--- src/rtl/mem_arbiter.sv ---
// Single-port data-memory arbiter between the pipeline MEM stage (CPU) and a loader/DMA port.
// One command cycle per access, fixed read latency, one-cycle ack pulse; CPU priority with DMA anti-starvation.
module mem_arbiter #(
   parameter int MEM_LAT    = 1,
   parameter int DMA_STARVE = 4
) (
   input  logic       clock,
   input  logic       resetn,
   input  logic       cpu_req,
   input  logic       cpu_we,
   input  logic [7:0] cpu_addr,
   input  logic [7:0] cpu_wdata,
   output logic [7:0] cpu_rdata,
   output logic       cpu_ack,
   output logic       cpu_stall,
   input  logic       dma_req,
   input  logic       dma_we,
   input  logic [7:0] dma_addr,
   input  logic [7:0] dma_wdata,
   output logic [7:0] dma_rdata,
   output logic       dma_ack,
   output logic       mem_Rm,
   output logic       mem_Wm,
   output logic [7:0] mem_addr,
   output logic [7:0] mem_RegVal,
   input  logic [7:0] mem_Data_out,
   output logic [1:0] owner
);

   localparam logic [1:0] IDLE    = 2'b00;
   localparam logic [1:0] CPU_ACC = 2'b01;
   localparam logic [1:0] DMA_ACC = 2'b10;

   localparam logic [2:0] LAT_LOAD   = 3'(MEM_LAT);
   localparam logic [3:0] STARVE_LIM = 4'(DMA_STARVE);

   logic [1:0] state;
   logic [3:0] starve_cnt;
   logic [2:0] lat_cnt;
   logic       acc_we;

   logic       cpu_elig;
   logic       dma_elig;
   logic       grant_cpu;
   logic       grant_dma;
   logic       sel_we;
   logic [7:0] sel_addr;
   logic [7:0] sel_wdata;

   // A requester still showing its ack is not eligible, so a req held into the ack cycle cannot re-grant.
   always_comb begin
      cpu_elig  = cpu_req & ~cpu_ack;
      dma_elig  = dma_req & ~dma_ack;
      grant_dma = 1'b0;
      grant_cpu = 1'b0;
      if (state == IDLE) begin
         grant_dma = dma_elig & (~cpu_elig | (starve_cnt == STARVE_LIM));
         grant_cpu = cpu_elig & ~grant_dma;
      end
      sel_we    = grant_dma ? dma_we    : cpu_we;
      sel_addr  = grant_dma ? dma_addr  : cpu_addr;
      sel_wdata = grant_dma ? dma_wdata : cpu_wdata;
   end

   always_ff @(posedge clock or negedge resetn) begin
      if (!resetn) begin
         state      <= IDLE;
         starve_cnt <= '0;
         lat_cnt    <= '0;
         acc_we     <= 1'b0;
         mem_Rm     <= 1'b0;
         mem_Wm     <= 1'b0;
         mem_addr   <= '0;
         mem_RegVal <= '0;
         cpu_rdata  <= '0;
         dma_rdata  <= '0;
         cpu_ack    <= 1'b0;
         dma_ack    <= 1'b0;
      end else begin
         mem_Rm  <= 1'b0;
         mem_Wm  <= 1'b0;
         cpu_ack <= 1'b0;
         dma_ack <= 1'b0;

         if (!dma_req || grant_dma) begin
            starve_cnt <= '0;
         end else if (grant_cpu && (starve_cnt < STARVE_LIM)) begin
            starve_cnt <= starve_cnt + 4'd1;
         end

         case (state)
            IDLE: begin
               if (grant_cpu || grant_dma) begin
                  state      <= grant_dma ? DMA_ACC : CPU_ACC;
                  acc_we     <= sel_we;
                  mem_addr   <= sel_addr;
                  mem_RegVal <= sel_wdata;
                  mem_Rm     <= ~sel_we;
                  mem_Wm     <= sel_we;
                  lat_cnt    <= LAT_LOAD;
               end
            end
            CPU_ACC, DMA_ACC: begin
               lat_cnt <= lat_cnt - 3'd1;
               // Last latency edge: memory data is valid now, so capture and finish in one step.
               if (lat_cnt == 3'd1) begin
                  state <= IDLE;
                  if (state == CPU_ACC) begin
                     cpu_ack <= 1'b1;
                     if (!acc_we) cpu_rdata <= mem_Data_out;
                  end else begin
                     dma_ack <= 1'b1;
                     if (!acc_we) dma_rdata <= mem_Data_out;
                  end
               end
            end
            default: state <= IDLE;
         endcase
      end
   end

   assign owner     = state;
   assign cpu_stall = cpu_req & ~cpu_ack;

endmodule

--- config.mk ---
export PLATFORM = sky130hd
export DESIGN_NAME = mem_arbiter
export DESIGN_NICKNAME = d
export VERILOG_FILES = /design/src/rtl/mem_arbiter.sv
export SDC_FILE = /design/constraint.sdc
export NUM_CORES = 1
export LEC_CHECK = 0
export CORE_MARGIN = 5
export CORE_UTILIZATION = 48
export CTS_CLUSTER_DIAMETER = 100
export CTS_CLUSTER_SIZE = 25
export DETAILED_ROUTE_END_ITERATION = 10
export PLACE_DENSITY = 0.9
export SLEW_MARGIN = 10
export SYNTH_ARGS = -nofsm -noshare
export SYNTH_HDL_FRONTEND = slang
export SYNTH_SLANG_ARGS = --single-unit
--- constraint.sdc ---
create_clock -name clock -period 2.65 [get_ports clock]
set_input_delay 0.3975 -clock clock [delete_from_list [all_inputs] [get_ports clock]]
set_output_delay 0.3975 -clock clock [all_outputs]
set_load 0.1 [all_outputs]
=== Yosys cells after proc, flatten, opt, wreduce, memory -nomap -nowiden ===
Index checks and enable logic that the tools add are counted.

* $lt $le $gt $ge: 1
* Equality and inequality tests: 6
* Add/subtract/negate cells: 2
* Mux-type cells: 23
* Reductions and logical operators: 13
* Bitwise logic cells: 12

{| class="wikitable"
|+ Operator list
! cell !! number
|-
| 8-bit 2-to-1 mux || 2
|-
| 1-bit 2-to-1 mux || 13
|-
| 4-bit 2-to-1 mux || 2
|-
| 4-bit AND reduction || 2
|-
| 1-bit inverter || 7
|-
| 2-bit 2-to-1 mux || 3
|-
| 3-bit one-hot mux with 2 select lines || 1
|-
| 2-bit AND reduction || 3
|-
| 4-bit by 1-bit adder with 4-bit output (second input constant) || 1
|-
| 1-bit AND || 4
|-
| 4-bit by 3-bit == test with 1-bit output (second input constant) || 1
|-
| 4-bit by 3-bit < comparator with 1-bit output (second input constant) || 1
|-
| 2-bit one-hot mux with 2 select lines || 1
|-
| 2-bit nonzero test || 2
|-
| 3-bit by 1-bit == test with 1-bit output (second input constant) || 1
|-
| 3-bit 2-to-1 mux || 1
|-
| 3-bit by 1-bit subtractor with 3-bit output (second input constant) || 1
|-
| 2-bit by 1-bit == test with 1-bit output (second input constant) || 1
|-
| 2-bit == test (second input constant) || 1
|-
| 2-bit logical NOT || 1
|-
| 1-bit logical OR || 2
|-
| 2-bit by 1-bit inequality test with 1-bit output (second input constant) || 1
|-
| 2-bit inequality test (second input constant) || 1
|-
| 2-bit OR reduction || 1
|-
| other kinds (3) || 3
|}

* Input port bits: 46
* Flip-flop bits (word level): 46
* Logic and storage cells: 69
* Output and inout port bits: 39

=== Longest topological paths before layout ===
Gate-level depths: netlist of the first run.

* Depth after elaboration: 11
* Gate-level depth with buffers: 7
* Gate-level depth less buffers: 5

=== Least setup slack after synthesis of the first run ===
OpenSTA, ideal clock, no wires.

* Kind: register to register
* Start point: register state[1] (netlist: owner[1])
* End point: register dma_rdata[0]
* Setup time: 128 ps
* Path slack: 148 ps
* Cell stages (with the launch flop): 7
* Clock period less this slack: 2502 ps
* Arrival: 2374 ps
* Data required time: 2522 ps
* Buffers on the path: 1
* Cell sequence: dfrtp_1 inv_1 ha_1 buf_2 nand3b_1 nor3_4 mux2_1

* Word-level cells in the longest chain between the ends: 3
* Elaborated cells between the ends (all ways): 5
* Those cells by class: eq/ne (2); bitwise (1); reduce/logical (2)

{| class="wikitable"
|+ RTL lines
! element !! line !! text
|-
| start: declaration || 37 || <nowiki>logic [1:0] state;</nowiki>
|-
| start signal: assignment || 94 || <nowiki>state <= grant_dma ? DMA_ACC : CPU_ACC;</nowiki>
|-
| 2-bit by 1-bit == test with 1-bit output / 2-bit == test (equally long branches) || 91, 108 ||
|-
| 2-bit OR reduction / 1-bit inverter (equally long branches) || - ||
|-
| 4-bit AND reduction (no source line) * || - ||
|-
| end signal: assignment || 113 || <nowiki>if (!acc_we) dma_rdata <= mem_Data_out;</nowiki>
|-
| end: declaration || 20 || <nowiki>output logic [7:0] dma_rdata,</nowiki>
|}

Mark *: on every way between the ends. The rest lies on a longest branch, timed or not.
A chain may end at the register's enable or synchronous reset.

=== Worst setup path in the final report of the first run ===
* Start point: register state[1] (netlist: owner[1])
* End point: register mem_addr[6]

* Word-level cells in the longest chain between the ends: 4
* Elaborated cells between the ends (all ways): 6
* Those cells by class: mux (3); reduce/logical (3)

{| class="wikitable"
|+ RTL lines
! element !! line !! text
|-
| 2-bit logical NOT * || 56, 91 ||
|-
| 1-bit 2-to-1 mux || 56 || <nowiki>if (state == IDLE) begin</nowiki>
|-
| 1-bit logical OR || 93 || <nowiki>if (grant_cpu || grant_dma) begin</nowiki>
|-
| 2-bit AND reduction (no source line) || - ||
|-
| end signal: assignment || 96 || <nowiki>mem_addr <= sel_addr;</nowiki>
|-
| end: declaration || 24 || <nowiki>output logic [7:0] mem_addr,</nowiki>
|}

Marked as above.

==> metrics.yaml, run 1 <==
utilization_pct: 69.1
cp_data_arrival_time_ns: 2.21
io_pins: 85
clk_pin_slew_ns: 0.08
track_usage_pct: 19.0
r2r_start: "owner[1]"
required_ns: 2.77
reg2reg_to: "mem_addr[6]"
post_cts_buffers: 0
die-area_sq_mm: 0.00633
cp-start-kind: "flip-flop"
cp_cell_sequence: "inv_1 -> ha_1 -> inv_1 -> a211oi_4 -> a222oi_1"
firstDrtPassIters: 9
nets: 343
yosysMostFrequentCell: "inv_1"
die_h_microns: 79.5
drtAntennaViolNets: 0
whs_ns: 0.273
ys.flop_type: "dfrtp_1"
drc: 0
crit_slowest_cell: "a211oi_4"
fin_crit_ns: 2.09
synthDominantCellAreaShare_pct: 49.6
root_buffer: "clkbuf_8"
synthCells: 203
crit_family: "compound AO/OA/AOI/OAI gates"
yosys_register_bits: 46
hold_path_class: "input pin to async pin"
hpwl_mm: 4.24
tns_ns: 0
synthTopCellsByCount: "inv_1, dfrtp_1, a222oi_1, mux2_2, mux2_1"
netlist_area_sq_mm: 0.00232
maxCapViolations: 0
synthesis.nets: 256
slew_viol_final: 0
clk_path_buf_depth: 2
clkLatencyLatePin_ns: 0.29
ys_seq_area_share_pct: 49.6
critical_path_buf_inv_count: 2
fmax_ghz: 0.478
post-route-period-util_pct: 79.0
async_reset_ff_share_pct: 100
crit_top_cell: "inv_1"
cts_resized: 0
antenna_found_initial: 0
syn2layout_area_growth_pct: 40.6
via_per_inst: 5.20
status: "complete, no violations"
finalWirelength_mm: 5.63
avgSynthCellArea_sq_um: 11.4
placedInstanceArea_sq_mm: 0.00312
slew_headroom_pct: 32.4
rsz0062_at_grt: "no"
rr_worst_depth: 5
stdcell_area_sq_mm: 0.00326
final_layout_size_suffix_gt1_share_pct: 24.4
tritoncts: "yes"
worst_path_largest_cell_delay_ns: 0.62
cts_buffers: 5
initial_core_util_pct: 49.1
die_w_microns: 79.5
hold_buffers: 0
setup_violations: 0
antenna_cells: 0
drt_iter0_drc: 188
grt_max_degree: 47
fill_cells: 341
ys_types: 42
overflow: 0
place.gp.congestion: 0.837
post_drt_wl_per_cell_microns: 15.7
core_area_sq_mm: 0.00472
grt_first_pass_wirelength_mm: 9.40
dr_total_vias: 1862
first_global_vias: 1916
ys_top_cells_by_area: "dfrtp_1, inv_1, a222oi_1, mux2_2, mux2_1"
fp-row-count: 25
finClkSkew_ns: 0.00675
finalHoldViolCount: 0
path_class: "flip-flop to flip-flop"
synth-edff-count: 0
path_max_fanout: 17
htree_levels: 2
critPathCaptureType: "flip-flop"
cts_num_sinks: 46
r2r_slack_ns: 0.56
tightest_slew_ns: 1.01
yosys.area.top_type: "dfrtp_1"
portBuffers: 84
synth-warning-count: 0
layout by cell type (no fill, tap or decap), types with 2 or more instances in the layout:
| cell type | synthesis | final |
|---|---|---|
| inv_1 | 60 | 60 |
| o211a_1 | 2 | 2 |
| o32ai_1 | 2 | 2 |
| buf_4 | 0 | 40 |
| nand3b_4 | 2 | 2 |
| a21oi_1 | 2 | 2 |
| or4bb_1 | 2 | 2 |
| a222oi_1 | 16 | 16 |
| a211oi_1 | 3 | 3 |
| clkbuf_8 | 0 | 6 |
| clkdlybuf4s50_1 | 0 | 44 |
| a22oi_1 | 2 | 2 |
| dfrtp_1 | 46 | 46 |
| o31ai_1 | 3 | 3 |
| nand3b_1 | 2 | 2 |
| nor2_1 | 3 | 3 |
| ha_1 | 7 | 7 |
| o22ai_1 | 2 | 2 |
| mux2_1 | 8 | 8 |
| o2bb2ai_1 | 2 | 2 |
| nand2b_1 | 3 | 3 |
| bufinv_16 | 0 | 2 |
| mux2_2 | 9 | 9 |
worst max path at each step:
stage / from / endpoint / slack [ns] / cells past startpoint
floorplan: owner[1] / dma_rdata[0] / 0.15 / 6
global placement: dma_req / mem_addr[4] / 0.46 / 4
detailed placement: dma_req / mem_addr[6] / 0.35 / 4
CTS: owner[1] / mem_addr[6] / 0.59 / 5
global route: owner[1] / mem_addr[6] / 0.45 / 5
finish: owner[1] / mem_addr[6] / 0.56 / 5
area by class of cell:
class / instances / area (sq um) / area share, %
inverters: 61 / 234 / 7.17
well taps: 67 / 83.8 / 2.57
repair buffers: 86 / 766 / 23.5
clock buffers: 6 / 82.6 / 2.53
clock inverters: 2 / 60.1 / 1.84
multi-input cells: 90 / 887 / 27.2
flip-flops and latches: 46 / 1150 / 35.3
logic make-up (layout without fill, tap and decap cells):
group | after synthesis | count (layout) | share of synthesized area, %
flip-flops | 46 | 46 | 49.6
AO/OA/AOI/OAI | 43 | 43 | 17.1
multiplexers | 17 | 17 | 8.25
AND/OR/NAND/NOR | 23 | 23 | 9.11
adder cells (fa/ha/maj) | 7 | 7 | 3.77
buffers and inverters | 67 | 155 | 12.2
per-stage QoR:
step	cells	worst slack [ns]
2_1_floorplan	203	0.148
3_3_place_gp	350	0.455
3_5_place_dp	350	0.355
4_1_cts	358	0.586
5_1_grt	358	0.446
6_report	358	0.557
sequential cells by signal, indices dropped and copies added, names as in the netlist:
name / flops
mem_addr: 8
lat_cnt: 3
cpu_ack: 1
starve_cnt: 4
owner: 2
mem_RegVal: 8
acc_we: 1
mem_Wm: 1
cpu_rdata: 8
dma_rdata: 8
mem_Rm: 1
dma_ack: 1
worst register-to-register path: stages, from the launching register on:
cell,delay (ns)
dfrtp_1,0.40
inv_1,0.13
ha_1,0.33
inv_1,0.18
a211oi_4,0.62
a222oi_1,0.27
layer usage:
layer | up-vias | routed length [microns] | GRT usage (%)
met4 | 0 | 62 | 5.15
li1 | 875 | - | -
met1 | 882 | 2190 | 24.0
met2 | 99 | 2860 | 32.1
met3 | 6 | 522 | 4.85
met5 | - | 0 | 0
Power of run 1 is left out: the tool's default activity adds up to more than one toggle a clock period on the data nets, which glitch-free logic cannot reach.
==> inputs of run 2 (changes only) <==
- CORE_UTILIZATION: 48 -> 40
- PLACE_DENSITY: 0.9 -> 0.81
- clock period: 2.65 -> 1.9 ns (I/O delays scaled with it)
==> metrics.yaml, run 2 (synthesis results as in run 1) <==
status: "complete, no violations"  # unchanged
post_drt_wl_per_cell_microns: 14.9  # was 15.7 microns
met2_usage_pct: 27.3  # was 32.1%
top_usage_layer: "met2"  # unchanged
slew_viol_final: 0  # unchanged
r2r_start: "owner[0]"  # was owner[1]
finalWirelength_mm: 5.57  # was 5.63 mm
firstDrtPassIters: 7  # was 9
cp_data_arrival_time_ns: 1.91  # was 2.21 ns
portBuffers: 84  # unchanged
clk_path_buf_depth: 2  # unchanged
stdcell_area_sq_mm: 0.00343  # was 0.00326 sq mm
overflow: 0  # unchanged
hold_path_class: "input pin to async pin"  # unchanged
syn2layout_area_growth_pct: 47.9  # was 40.6%
placedInstanceArea_sq_mm: 0.00328  # was 0.00312 sq mm
initial_core_util_pct: 41.6  # was 49.1%
maxCapViolations: 0  # unchanged
cts_resized: 0  # unchanged
die-area_sq_mm: 0.00743  # was 0.00633 sq mm
required_ns: 2.05  # was 2.77 ns
rsz0062_at_grt: "no"  # unchanged
place.gp.congestion: 0.857  # was 0.837
worst_path_largest_cell_delay_ns: 0.53  # was 0.62 ns
nets: 354  # was 343
final_layout_size_suffix_gt1_share_pct: 29.5  # was 24.4%
io_pins: 85  # unchanged
die_h_microns: 86.2  # was 79.5 microns
slew_headroom_pct: 52.8  # was 32.4%
root_buffer: "clkbuf_8"  # unchanged
first_global_vias: 1986  # was 1916
fill_cells: 468  # was 341
cp-start-kind: "flip-flop"  # unchanged
cp_cell_sequence: "inv_4 -> ha_4 -> or4bb_1 -> o22ai_1 -> a211oi_1"  # was inv_1 -> ha_1 -> inv_1 -> a211oi_4 -> a222oi_1
post-route-period-util_pct: 92.8  # was 79.0%
fp-row-count: 27  # was 25
tritoncts: "yes"  # unchanged
drc: 0  # unchanged
reg2reg_to: "acc_we"  # was mem_addr[6]
fmax_ghz: 0.567  # was 0.478 GHz
drtAntennaViolNets: 0  # unchanged
dr_total_vias: 1872  # was 1862
via_per_inst: 5.01  # was 5.20
crit_slowest_cell: "or4bb_1"  # was a211oi_4
whs_ns: 0.425  # was 0.273 ns
multi_input_area_sq_um: 903  # was 887 sq um
critPathCaptureType: "flip-flop"  # unchanged
grt_first_pass_wirelength_mm: 9.22  # was 9.40 mm
r2r_slack_ns: 0.14  # was 0.56 ns
antenna_found_initial: 0  # unchanged
setup_violations: 0  # unchanged
hpwl_mm: 4.32  # was 4.24 mm
clk_pin_slew_ns: 0.10  # was 0.08 ns
antenna_cells: 0  # unchanged
drt_iter0_drc: 221  # was 188
regArea_sq_mm: 0.00116  # was 0.00115 sq mm
grt.met1_usage_pct: 19.0  # was 24.0%
grt_max_degree: 18  # was 47
cts_num_sinks: 46  # unchanged
htree_levels: 2  # unchanged
grtUsageMet3_pct: 3.52  # was 4.85%
path_class: "flip-flop to flip-flop"  # unchanged
clkLatencyLatePin_ns: 0.30  # was 0.29 ns
die_w_microns: 86.2  # was 79.5 microns
path_max_fanout: 6  # was 17
core_area_sq_mm: 0.00557  # was 0.00472 sq mm
track_usage_pct: 15.6  # was 19.0%
final_cell_mix: "inv_1, buf_4, clkdlybuf4s50_1"  # was inv_1, dfrtp_1, clkdlybuf4s50_1
tightest_slew_ns: 0.708  # was 1.01 ns
finalHoldViolCount: 0  # unchanged
finClkSkew_ns: 0.0126  # was 0.00675 ns
crit_family: "simple AND/OR/NAND/NOR gates"  # was compound AO/OA/AOI/OAI gates
rr_worst_depth: 5  # unchanged
cts_buffers: 5  # unchanged
critical_path_buf_inv_count: 1  # was 2
final_common_cell: "inv_1"  # unchanged
post_cts_buffers: 0  # unchanged
fin_crit_ns: 1.76  # was 2.09 ns
[run 2: cell count changes in the layout (fill, tap and decap cells not counted), moves of 2 or more]
cell	delta
buf_4	+6
buf_12	+4
dfrtp_1	-4
dfrtp_2	+2
dfrtp_4	+2
inv_1	-2
inv_4	+2
[run 2: through the flow]
step           cells  utilization (%)  setup slack (ns)  TNS [ns]
4_1_cts          374             61.6            0.0751         0
3_3_place_gp     365             58.9          -0.00990    -0.103
5_1_grt          374             61.6            0.0436         0
6_report         374             61.6             0.137         0
2_1_floorplan    203                -            -0.129     -1.01
3_5_place_dp     365             58.9           -0.0830     -1.06
[run 2: timing repair]
item,in CTS,in global routing
endpoints found under the setup margin,0,1
hold buffers,1,0
endpoints found under the hold margin,15,0
[run 2: worst max path at each step]
stage               startpoint            to  cells past startpoint
detailed placement     dma_req   mem_addr[1]                      5
floorplan             owner[1]  dma_rdata[0]                      6
global route          owner[0]  dma_rdata[5]                      6
CTS                   owner[0]  dma_rdata[6]                      6
global placement       dma_req   mem_addr[4]                      5
finish                owner[0]        acc_we                      5
[run 2: cell type report]
cell class                 count  area share, %
clock inverter                 3           2.01
sequential                    46           33.8
inverter                      61           6.96
multi-input combinational     90           26.3
clock buffer                   5           2.01
timing repair buffer          97           26.2
tap                           72           2.62
[run 2: metal layers]
| metal | share of wire (%) | vias to the layer above |
|---|---|---|
| met4 | 1.9 | 0 |
| met5 | 0 | - |
| met1 | 42 | 900 |
| met2 | 50 | 68 |
| met3 | 6.0 | 10 |
| li1 | - | 894 |
Power of run 2 is left out for the same reason.
==> inputs of run 3 (changes only) <==
- RECOVER_POWER: unset -> 100
==> metrics.yaml, run 3 (synthesis results as in run 1) <==
core_area_sq_mm: 0.00557  # unchanged
finalHoldViolCount: 0  # unchanged
track_usage_pct: 15.6  # unchanged
drtAntennaViolNets: 0  # unchanged
rr_worst_depth: 5  # unchanged
root_buffer: "clkbuf_8"  # unchanged
cp-start-kind: "flip-flop"  # unchanged
post_cts_buffers: 0  # unchanged
maxCapViolations: 0  # unchanged
via_per_inst: 5.07  # was 5.01
hpwl_mm: 4.32  # unchanged
post-route-period-util_pct: 94.1  # was 92.8%
slew_headroom_pct: 37.2  # was 52.8%
portBuffers: 84  # unchanged
tns_ns: 0  # unchanged
fin_crit_ns: 1.79  # was 1.76 ns
drc: 0  # unchanged
nets: 354  # unchanged
die_h_microns: 86.2  # unchanged
cts_num_sinks: 46  # unchanged
dr_total_vias: 1895  # was 1872
worstHoldPathCells: 1
rsz0062_at_grt: "no"  # unchanged
initial_core_util_pct: 41.6  # unchanged
clk_pin_slew_ns: 0.09  # was 0.10 ns
path_max_fanout: 6  # unchanged
status: "complete, no violations"  # unchanged
clkLatencyLatePin_ns: 0.30  # about the same
finClkSkew_ns: 0.0121  # was 0.0126 ns
reg2reg_to: "starve_cnt[1]"  # was acc_we
grt_first_pass_wirelength_mm: 9.22  # unchanged
required_ns: 2.11  # was 2.05 ns
clk_path_buf_depth: 2  # unchanged
holdCritStartpoint: "dma_rdata[4]"
cp_data_arrival_time_ns: 2.00  # was 1.91 ns
die-area_sq_mm: 0.00743  # unchanged
final_cell_mix: "inv_1, clkdlybuf4s50_1, dfrtp_1"  # was inv_1, buf_4, clkdlybuf4s50_1
first_global_vias: 1986  # unchanged
overflow: 0  # unchanged
place.gp.congestion: 0.857  # unchanged
dpl.cell_count: 365  # unchanged
final_layout_size_suffix_gt1_share_pct: 27.8  # was 29.5%
hold_path_class: "flip-flop to flip-flop"  # was input pin to async pin
path_class: "flip-flop to flip-flop"  # unchanged
min_to: "dma_rdata[4]"
syn2layout_area_growth_pct: 40.9  # was 47.9%
r2r_start: "owner[0]"  # unchanged
antenna_cells: 0  # unchanged
tightest_slew_ns: 0.941  # was 0.708 ns
critPathCaptureType: "flip-flop"  # unchanged
fmax_ghz: 0.559  # was 0.567 GHz
post_layout_nonfiller_instances: 374  # unchanged
post_drt_wl_per_cell_microns: 14.8  # was 14.9 microns
cts_buffers: 5  # unchanged
cts_resized: 0  # unchanged
tritoncts: "yes"  # unchanged
setup_violations: 0  # unchanged
r2r_slack_ns: 0.11  # was 0.14 ns
io_pins: 85  # unchanged
fill_cells: 497  # was 468
drt_iter0_drc: 172  # was 221
antenna_found_initial: 0  # unchanged
slew_viol_final: 0  # unchanged
firstDrtPassIters: 6  # was 7
final_common_cell: "inv_1"  # unchanged
finalWirelength_mm: 5.52  # was 5.57 mm
die_w_microns: 86.2  # unchanged
cp-startpoint: "owner[0]"  # unchanged
htree_levels: 2  # unchanged
grt_max_degree: 18  # unchanged
fp-row-count: 27  # unchanged
[run 3: worst max path at each step]
| stage | slack [ns] | cells after the start | to |
|---|---|---|---|
| floorplan | -0.13 | 6 | dma_rdata[0] |
| CTS | 0.08 | 6 | dma_rdata[6] |
| detailed placement | -0.08 | 5 | mem_addr[1] |
| global route | 0.03 | 3 | dma_ack |
| global placement | -0.01 | 5 | mem_addr[4] |
| finish | 0.11 | 5 | starve_cnt[1] |
[run 3: critical path, cell delays in order, from the launching register on]
cell and delay [ns]:
dfrtp_4 0.51, inv_4 0.07, ha_4 0.16, nand3b_1 0.23
or4b_4 0.55, a211oi_2 0.18
[run 3: routing by layer]
layer	GRT usage (%)	wire, microns	up-vias
met5	0	0	-
met4	4.67	95	0
met3	3.52	348	10
met2	27.3	2780	70
met1	19.0	2290	919
li1	-	-	896
[run 3: timing repair]
item                       in CTS  in global routing
hold buffers                    1                  0
setup endpoints to repair       0                  1
hold endpoints to repair       15                  0
[run 3: stage by stage]
step	utilization [%]	hold slack, ns	setup WS, ns	cell area (sq um)
after floorplan	-	-0.0106	-0.129	2360
after global placement	58.9	0.228	-0.00990	3280
after detailed placement	58.9	0.231	-0.0830	3280
after CTS	61.6	0.440	0.0751	3430
after global routing	58.7	0.519	0.0325	3270
final	58.7	0.493	0.112	3270
[run 3: final cells by class]
| type | instances | area (sq um) | share of cell area (%) |
|---|---|---|---|
| Clock buffer | 5 | 68.8 | 2.10 |
| Timing Repair Buffer | 97 | 772 | 23.6 |
| Multi-Input combinational cell | 90 | 871 | 26.6 |
| Inverter | 61 | 239 | 7.31 |
| Clock inverter | 3 | 68.8 | 2.10 |
| Tap cell | 72 | 90.1 | 2.75 |
| Sequential cell | 46 | 1160 | 35.5 |
Power of run 3 is left out for the same reason.
